==> src/rtl/time_entry_pkg.sv <==
// Shared state encoding, key codes and digit limits for the time-entry keypad path.
package time_entry_pkg;

  typedef logic [2:0] entryState_t;

  localparam logic [2:0] S_IDLE     = 3'd0;
  localparam logic [2:0] S_E_LH     = 3'd1;
  localparam logic [2:0] S_E_RH     = 3'd2;
  localparam logic [2:0] S_E_LM     = 3'd3;
  localparam logic [2:0] S_E_RM     = 3'd4;
  localparam logic [2:0] S_COMMIT   = 3'd5;
  localparam logic [2:0] S_WAIT_REL = 3'd6;

  localparam logic [3:0] KEY_BACK   = 4'hA;
  localparam logic [3:0] KEY_CANCEL = 4'hB;

  localparam logic [3:0] DIGIT_MAX       = 4'd9;
  localparam logic [3:0] LH_MAX_24H      = 4'd2;
  localparam logic [3:0] LH_MAX_12H      = 4'd1;
  localparam logic [3:0] LM_MAX          = 4'd5;
  localparam logic [3:0] RH_MAX_LH2_24H  = 4'd3;
  localparam logic [3:0] RH_MAX_LH1_12H  = 4'd2;
  localparam logic [3:0] RH_MIN_LH0_12H  = 4'd1;

  function automatic logic isEntryState(input entryState_t s);
    return (s == S_E_LH) || (s == S_E_RH) || (s == S_E_LM) || (s == S_E_RM);
  endfunction

endpackage

==> src/rtl/digit_limit_check.sv <==
// Combinational range check of a keyed digit against the digit currently being entered.
module digit_limit_check
  import time_entry_pkg::*;
#(
  parameter bit FORMAT_24H = 1'b1
) (
  input  logic [2:0] state,
  input  logic [3:0] storedLh,
  input  logic [3:0] digit,
  output logic       legal
);

  logic [3:0] loLimit;
  logic [3:0] hiLimit;

  always_comb begin
    loLimit = 4'd0;
    hiLimit = DIGIT_MAX;
    case (state)
      S_E_LH: hiLimit = FORMAT_24H ? LH_MAX_24H : LH_MAX_12H;
      S_E_RH: begin
        // The hour tens digit narrows the range of the hour units digit.
        if (FORMAT_24H) begin
          if (storedLh == LH_MAX_24H) hiLimit = RH_MAX_LH2_24H;
        end else if (storedLh == 4'd0) begin
          loLimit = RH_MIN_LH0_12H;
        end else begin
          hiLimit = RH_MAX_LH1_12H;
        end
      end
      S_E_LM: hiLimit = LM_MAX;
      default: ;
    endcase
    legal = (digit >= loLimit) && (digit <= hiLimit);
  end

endmodule

==> src/rtl/time_entry_sequencer.sv <==
// Keypad entry sequencer for LH/RH/LM/RM with backspace, cancel and release handshake.
// Optional idle-key auto-abort is built when ENTRY_TIMEOUT_EN is defined.
module time_entry_sequencer
  import time_entry_pkg::*;
#(
  parameter bit          FORMAT_24H     = 1'b1,
  parameter int unsigned TIMEOUT_CYCLES = 32'd500000000
) (
  input  logic       clk,
  input  logic       rst_n,
  input  logic       setReq,
  input  logic       alarmReq,
  input  logic       keyValid,
  input  logic [3:0] keyCode,
  output logic       setLH,
  output logic       setRH,
  output logic       setLM,
  output logic       setRM,
  output logic [3:0] numPad,
  output logic       setSignal,
  output logic       alarmSignal,
  output logic       busy,
  output logic       done,
  output logic       keyError
);

  entryState_t stateReg, stateNext;
  logic [3:0]  lhReg, lhNext;
  logic        setSignalNext, alarmSignalNext;
  logic [3:0]  strobeNext;
  logic [3:0]  numPadNext;
  logic        doneNext, keyErrorNext;
  logic        legal, reqHeld, timeoutHit;

  digit_limit_check #(.FORMAT_24H(FORMAT_24H)) uLimit (
    .state   (stateReg),
    .storedLh(lhReg),
    .digit   (keyCode),
    .legal   (legal)
  );

`ifdef ENTRY_TIMEOUT_EN
  logic [31:0] timeoutCntReg;

  always_ff @(posedge clk) begin
    if (!rst_n || keyValid || !isEntryState(stateReg)) timeoutCntReg <= 32'd0;
    else                                               timeoutCntReg <= timeoutCntReg + 32'd1;
  end

  // A key arriving on the terminal count wins over the abort.
  assign timeoutHit = isEntryState(stateReg) && !keyValid &&
                      (timeoutCntReg == TIMEOUT_CYCLES - 32'd1);
`else
  assign timeoutHit = 1'b0 && (TIMEOUT_CYCLES == 32'd0);
`endif

  assign reqHeld = (setSignal & setReq) | (alarmSignal & alarmReq);
  assign busy    = (stateReg != S_IDLE);

  always_comb begin
    stateNext       = stateReg;
    lhNext          = lhReg;
    setSignalNext   = setSignal;
    alarmSignalNext = alarmSignal;
    strobeNext      = 4'b0000;
    numPadNext      = 4'd0;
    doneNext        = 1'b0;
    keyErrorNext    = 1'b0;
    case (stateReg)
      S_IDLE: begin
        if (setReq || alarmReq) begin
          stateNext       = S_E_LH;
          setSignalNext   = setReq;
          alarmSignalNext = ~setReq;
        end
      end
      S_E_LH, S_E_RH, S_E_LM, S_E_RM: begin
        if (!reqHeld || timeoutHit || (keyValid && keyCode == KEY_CANCEL)) begin
          stateNext       = S_IDLE;
          setSignalNext   = 1'b0;
          alarmSignalNext = 1'b0;
        end else if (keyValid) begin
          if (keyCode == KEY_BACK) begin
            if (stateReg != S_E_LH) stateNext = stateReg - 3'd1;
          end else if ((keyCode <= DIGIT_MAX) && legal) begin
            // Strobe order is {LH,RH,LM,RM}; state codes are consecutive.
            strobeNext = 4'b1000 >> (stateReg - S_E_LH);
            numPadNext = keyCode;
            stateNext  = stateReg + 3'd1;
            if (stateReg == S_E_LH) lhNext = keyCode;
          end else begin
            keyErrorNext = 1'b1;
          end
        end
      end
      S_COMMIT: begin
        doneNext  = 1'b1;
        stateNext = S_WAIT_REL;
      end
      S_WAIT_REL: begin
        if (!setReq && !alarmReq) begin
          stateNext       = S_IDLE;
          setSignalNext   = 1'b0;
          alarmSignalNext = 1'b0;
        end
      end
      default: begin
        stateNext       = S_IDLE;
        setSignalNext   = 1'b0;
        alarmSignalNext = 1'b0;
      end
    endcase
  end

  always_ff @(posedge clk) begin
    if (!rst_n) begin
      stateReg                     <= S_IDLE;
      lhReg                        <= 4'd0;
      setSignal                    <= 1'b0;
      alarmSignal                  <= 1'b0;
      {setLH, setRH, setLM, setRM} <= 4'b0000;
      numPad                       <= 4'd0;
      done                         <= 1'b0;
      keyError                     <= 1'b0;
    end else begin
      stateReg                     <= stateNext;
      lhReg                        <= lhNext;
      setSignal                    <= setSignalNext;
      alarmSignal                  <= alarmSignalNext;
      {setLH, setRH, setLM, setRM} <= strobeNext;
      numPad                       <= numPadNext;
      done                         <= doneNext;
      keyError                     <= keyErrorNext;
    end
  end

endmodule
==> config.mk <==
export PLATFORM = sky130hd
export DESIGN_NAME = time_entry_sequencer
export DESIGN_NICKNAME = d
export VERILOG_FILES = /design/src/rtl/time_entry_pkg.sv /design/src/rtl/digit_limit_check.sv /design/src/rtl/time_entry_sequencer.sv
export SDC_FILE = /design/constraint.sdc
export NUM_CORES = 1
export LEC_CHECK = 0
export CAP_MARGIN = 20
export CORE_MARGIN = 5
export CORE_UTILIZATION = 37
export DETAILED_ROUTE_END_ITERATION = 10
export DONT_BUFFER_PORTS = 1
export PLACE_DENSITY = 0.58
export SYNTH_ARGS = -nofsm -noshare
export SYNTH_HDL_FRONTEND = slang
export SYNTH_SLANG_ARGS = --single-unit
==> constraint.sdc <==
create_clock -name clk -period 6.64 [get_ports clk]
set_clock_uncertainty 0.05 [all_clocks]
set_input_delay 0.664 -clock clk [delete_from_list [all_inputs] [get_ports clk]]
set_output_delay 0.664 -clock clk [all_outputs]
set_load 0.1 [all_outputs]
==> results of run 1 <==
## metrics by stage
step / setup WS (ns) / hold WS (ns) / std cells
3_5_place_dp: 3.67 / 0.435 / 149
5_1_grt: 3.39 / 0.395 / 153
3_3_place_gp: 3.73 / 0.427 / 149
4_1_cts: 3.62 / 0.415 / 153
2_1_floorplan: 4.07 / 0.405 / 116
6_report: 3.64 / 0.431 / 153
## cell type report
cell class / count / area (um2)
Fill cell: 307 / 1800
Multi-Input combinational cell: 89 / 698
Sequential cell: 19 / 380
Tap cell: 33 / 41.3
Inverter: 7 / 26.3
Clock buffer: 3 / 22.5
Timing Repair Buffer: 1 / 7.51
Clock inverter: 1 / 5.00
## per-layer routing
layer / vias to the layer above / part of all wire [%] / wire, um
met5: - / 0 / 0
met4: 0 / 1.5 / 41
met3: 4 / 8.7 / 235
met2: 41 / 49 / 1320
met1: 440 / 41 / 1100
li1: 449 / - / -
## cell usage after synthesis, drive strengths merged (2+ instances only)
| cell type | instances |
|---|---|
| dfxtp | 19 |
| and3 | 3 |
| nor2 | 11 |
| a221oi | 4 |
| nand3 | 5 |
| a21oi | 3 |
| ha | 10 |
| and4 | 3 |
| nand4b | 2 |
| or3 | 3 |
| and2 | 3 |
| o21ai | 7 |
| nand2b | 2 |
| nor3b | 3 |
| nor4b | 2 |
| mux2i | 6 |
| inv | 6 |
## sequential cells by signal (all words and copies together), names as in the netlist
register	count
numPad	4
lhReg	4
alarmSignal	1
setSignal	1
setLH	1
setRH	1
setRM	1
setLM	1
keyError	1
stateReg	3
done	1
## power breakdown
group          switching (uW)  internal, uW  leakage (uW)  total [uW]
clock network            37.6          22.5     0.0000177        60.1
registers                21.0           119      0.000154         140
logic                    77.5          45.8      0.000324         123
## worst paths after layout
path	startpoint	end
setup / recovery	stateReg[2]	stateReg[2]
hold / removal	keyCode[1]	numPad[1]
setup reg to reg	stateReg[2]	stateReg[2]
hold reg to reg	lhReg[1]	lhReg[1]
## logic make-up after synthesis
group / after synthesis
buffers and inverters: 8
multiplexers: 6
AO/OA/AOI/OAI: 25
adder cells (fa/ha/maj): 10
flip-flops: 19
XOR/XNOR: 1
AND/OR/NAND/NOR: 47
## worst max-delay path: stages (launching register included)
cell and delay, ns:
dfxtp_1 0.57, inv_1 0.22, ha_1 0.31, or3_1 0.40, ha_1 0.18, nand4b_1 0.15
and3_1 0.18, o21ai_0 0.37, a21boi_0 0.22, o311ai_1 0.25
## layout by cell type (no fill, tap or decap), types with 2 or more instances in the layout
master and instances:
a21oi_1 3, a221oi_1 3, and2_1 3, and3_1 2
and4_1 3, clkbuf_4 3, dfxtp_1 19, ha_1 10
inv_1 6, mux2i_1 6, nand2b_1 2, nand3_1 5
nand4b_1 2, nor2_1 11, nor3b_1 2, nor4b_1 2
o21ai_0 6, or3_1 3
==> reports/results.ini, run 1 <==
[run_status]
run_status=finished clean

[synthesis]
synth_adder_area_share_pct=11.2
netlist.top_cell.by_area=dfxtp_1
synth-compound-area-share_pct=17.2
synth_mux_area_share_pct=5.38
ys.flop_type=dfxtp_1
synth_simple_gate_area_share_pct=28.0
seq_area_frac_synth_pct=34.1
post_synth_num_cell_types=45
synth_seq_cells=19
cell_types_with_the_largest_area_share_after_synthesis=dfxtp_1 34%, ha_1 11%, mux2i_1 5.4%
syn_inst=116
dominant_combinational_cell_family_by_area_after_synthesis=simple AND/OR/NAND/NOR gates
synth_enable_flop_cells=0
synth_top_area_share_pct=34.1
synthesis.area_per_instance_um2=9.62
postSynthNetCount=135
ys_warn_count=0
ys_async_sr_fraction_pct=0
syn-cell-area_mm2=0.00112
synth_xor_area_share_pct=0.785

[power]
ir_drop_v=0.000127
total_leakage_power_uw=0.000495
report.power.total_uw=323
power_density_mw_per_mm2=274

[routing]
avgViaCountPerCell=6.10
initialDrtViolationCount=45
final_ant_viol_nets=0
drt_first_pass_iters=4
post_drt_wl_per_cell_um=17.6
post-route-drc-count=0
wl_um=2690
routed-via-count=934

[clock_network]
clk-insertion-delay-late_ns=0.30
post_cts_hold_buffer_count=0
tritoncts=built
cts.repair.resized=0
number_of_clock_sinks=19
count_of_buffers_added_by_post_cts_timing_repair_for_setup=0
cts.htree.levels=1
clock-root-buffer=clkbuf_4
clk_pin_slew_worst_paths_ns=0.10
num_cts_buffers=3
clockBufferDepth=2

[floorplan]
die_y_um=64.9
floorplan.die_area_mm2=0.00421
chipWidth_um=64.9
initial_core_util_pct=37.5
core_region_area_mm2=0.00298
row_count=20
io_pins=22

[timing]
period_minus_slack_ns=3.00
final_report_max_slew_violation_count=0
timing.final.crit_share_pct=45.2
timing.setup.tns_ns=0
slew-limit-headroom_pct=33.0
worst-slew-pin-transition_ns=1.00
final-setup-viol-count=0
fmax_ghz=0.334
hold_viol=0
grt_setup_unrepaired=false

[grt]
globalRouteMet2Util_pct=23.5
grt_first_pass_wirelength_um=4510
globalRouteTotalUtil_pct=13.8
groute.layer.met3.usage_pct=5.20
global_route.peak_usage_layer=met2
grt_overflow=0
initial_antenna_violation_count=0
met1_track_demand_over_resource_in_global_routing_pct=15.7
vias_in_the_first_global_route=934
grt_start_max_net_pins=12

[cells_and_area]
synthToLayoutAreaGrowth_pct=5.83
post-route-util_pct=39.7
insertedDiodeCount=0
final_layout_size_suffix_gt1_share_pct=10.0
layout_cell_area_excl_fill_mm2=0.00118
num-nets-final=140

[setup_path]
worstPathMaxFanout=10
worstPathRequired_ns=6.80
critical_path_class=flop to flop
ff2ff_path_depth=9
worst_ep_arrival_time_ns=3.16
timing.reg2reg.setup_slack_ns=3.64
critPathLaunchType=flop
worst_setup_path_end_kind=flop

[place]
routabilityCongestion=0.873
numPortBuffers=0
hpwlAfterDp_um=2120
cell_area_reported_after_detailed_placement_mm2=0.00115

[hold_path]
whs_path_depth=1
hold_class=primary input to flop

[run]
max_cap_violations=0

Note: power is estimated with default switching activity, not from simulation.
==> run 2, diff against run 1 <==
--- a/config.mk
+++ b/config.mk
@@ -10,7 +10,7 @@
 export CORE_UTILIZATION = 37
 export DETAILED_ROUTE_END_ITERATION = 10
 export DONT_BUFFER_PORTS = 1
-export PLACE_DENSITY = 0.58
+export PLACE_DENSITY = 0.6
 export SYNTH_ARGS = -nofsm -noshare
 export SYNTH_HDL_FRONTEND = slang
 export SYNTH_SLANG_ARGS = --single-unit
==> constraint.sdc (replaced) <==
create_clock -name clk -period 2.5 [get_ports clk]
set_clock_uncertainty 0.05 [all_clocks]
set_input_delay 0.25 -clock clk [delete_from_list [all_inputs] [get_ports clk]]
set_output_delay 0.25 -clock clk [all_outputs]
set_load 0.1 [all_outputs]
==> run 2 against run 1 <==
Total power grew to 3.4 times the previous value. Die area stayed put. Critical endpoint is now stateReg[1]. First-iteration DRC count is 44% lower. Global-route usage is 0.067 points higher.
==> reports/results.ini, run 2 (synthesis results as in run 1) <==
[setup_path]
delay_heaviest_family_cp=simple AND/OR/NAND/NOR gates
worstPathMaxFanout=5
worstPathRequired_ns=2.65
cp_cell_sequence=ha_4 -> ha_4 -> buf_4 -> buf_4 -> or3b_2 -> and3_4 -> o21ai_0 -> o21ai_2 -> a221oi_2
crit-reg2reg-capture=stateReg[1]
timing.reg2reg.setup_slack_ns=0.04
worst_path_largest_cell_delay_ns=0.47
crit_buf_inv=2
worst_setup_path_end_kind=flop
crit_slowest_cell=or3b_2
ff2ff_path_depth=9
rr_startpoint=stateReg[1]
critical_path_class=flop to flop
worst_ep_arrival_time_ns=2.61
critPathLaunchType=flop

[timing]
timing.setup.tns_ns=0
final-setup-viol-count=0
worst-slew-pin-transition_ns=0.940
period_minus_slack_ns=2.46
hold_viol=0
slew-limit-headroom_pct=37.2
timing.final.crit_share_pct=98.4
grt_setup_unrepaired=true
fmax_ghz=0.406
layout_setup_ws_ns=0.0389
final_report_max_slew_violation_count=0

[routing]
post-route-drc-count=0
final_ant_viol_nets=0
drt_first_pass_iters=4
initialDrtViolationCount=25
wl_um=3110
avgViaCountPerCell=5.94
post_drt_wl_per_cell_um=17.9
routed-via-count=1034

[place]
numPortBuffers=0
hpwlAfterDp_um=2200
cell_area_reported_after_detailed_placement_mm2=0.00130
dp_worst_setup_slack_ns=-0.225
routabilityCongestion=0.972
count_of_placed_standard_cells_including_taps=167

[cells_and_area]
reg_top3=lhReg (4), numPad (4), stateReg (3)
layout.cells.most_common=buf_4
multiInputGateArea_um2=891
finish.cell_count_without_fillers=174
fillCellCount=259
area.sequential_um2=388
synthToLayoutAreaGrowth_pct=38.6
final_layout_size_suffix_gt1_share_pct=39.7
layout_common_cells=20 x buf_4, 17 x dfxtp_1, 10 x nor2_1
insertedDiodeCount=0
layout_cell_area_excl_fill_mm2=0.00155
num-nets-final=161

[power]
total_leakage_power_uw=0.000624
power_density_mw_per_mm2=708
ir_drop_v=0.000433

[floorplan]
chipWidth_um=64.9
die_y_um=64.9
core_region_area_mm2=0.00298
initial_core_util_pct=37.5
io_pins=22
row_count=20
floorplan.die_area_mm2=0.00421

[grt]
grt_overflow=0
initial_antenna_violation_count=0
globalRouteTotalUtil_pct=13.9
grt_first_pass_wirelength_um=4570
vias_in_the_first_global_route=961
grt_start_max_net_pins=12

[run]
max_cap_violations=0

[run_status]
run_status=finished clean

[clock_network]
tritoncts=built
clk_pin_slew_worst_paths_ns=0.13
clockBufferDepth=2
cts.htree.levels=1
number_of_clock_sinks=19
num_cts_buffers=3
post_cts_hold_buffer_count=0
clk-insertion-delay-late_ns=0.30
clock-root-buffer=clkbuf_4

[hold_path]
hold_class=primary input to flop
timing.hold.worst.start=keyCode[2]
holdPathEnd=numPad[2]
whs_path_depth=1

-- run 2: cell types whose count changed in the layout (fill, tap and decap cells not counted), moves of 2 or more --
cell	change
a221oi_1	-3
a221oi_2	+2
buf_4	+19
buf_6	+2
dfxtp_1	-2
dfxtp_4	+2
ha_1	-6
ha_4	+6
inv_1	-2
inv_2	+2
-- run 2: what timing repair did --
action | CTS | global route
pin swaps | 4 | 9
resized for setup | 13 | 24
buffers inserted | 0 | 3
endpoints found under the setup margin | 13 | 14
-- run 2: final cells by class --
type                            instances  area share (%)
Clock buffer                            3            1.46
Sequential cell                        19            25.1
Clock inverter                          1           0.324
Timing Repair Buffer                   22            11.2
Multi-Input combinational cell         89            57.6
Tap cell                               33            2.67
Inverter                                7            1.70
-- run 2: layer usage --
metal | vias to the layer above | share of wire, % | GRT usage [%]
li1 | 496 | - | -
met1 | 507 | 46 | 17.1
met2 | 27 | 47 | 23.2
met3 | 4 | 5.6 | 3.29
met4 | 0 | 1.4 | 5.01
met5 | - | 0 | 0
-- run 2: worst max path at each step --
stage | start | to | slack, ns | depth (start not counted)
2_1_floorplan | stateReg[0] | stateReg[0] | 0.03 | 7
3_3_place_gp | stateReg[1] | setRM | -0.13 | 11
3_5_place_dp | stateReg[0] | setRM | -0.22 | 11
4_1_cts | stateReg[0] | lhReg[3] | 0.002 | 10
5_1_grt | stateReg[1] | lhReg[2] | -0.04 | 10
6_report | stateReg[1] | stateReg[1] | 0.04 | 9
-- run 2: per-stage QoR --
step	total power (uW)	hold slack, ns	util [%]
after floorplan	637	0.322	-
after global placement	775	0.331	43.5
after detailed placement	784	0.337	43.5
after CTS	985	0.0201	46.6
after global routing	1150	0.00669	51.9
final	1100	0.0147	51.9
-- run 2: report_power, final --
group	leakage [uW]	total [uW]	internal, uW	switching [uW]
registers	0.000155	342	319	22.9
clock network	0.0000177	161	59.5	101
logic	0.000451	593	271	322
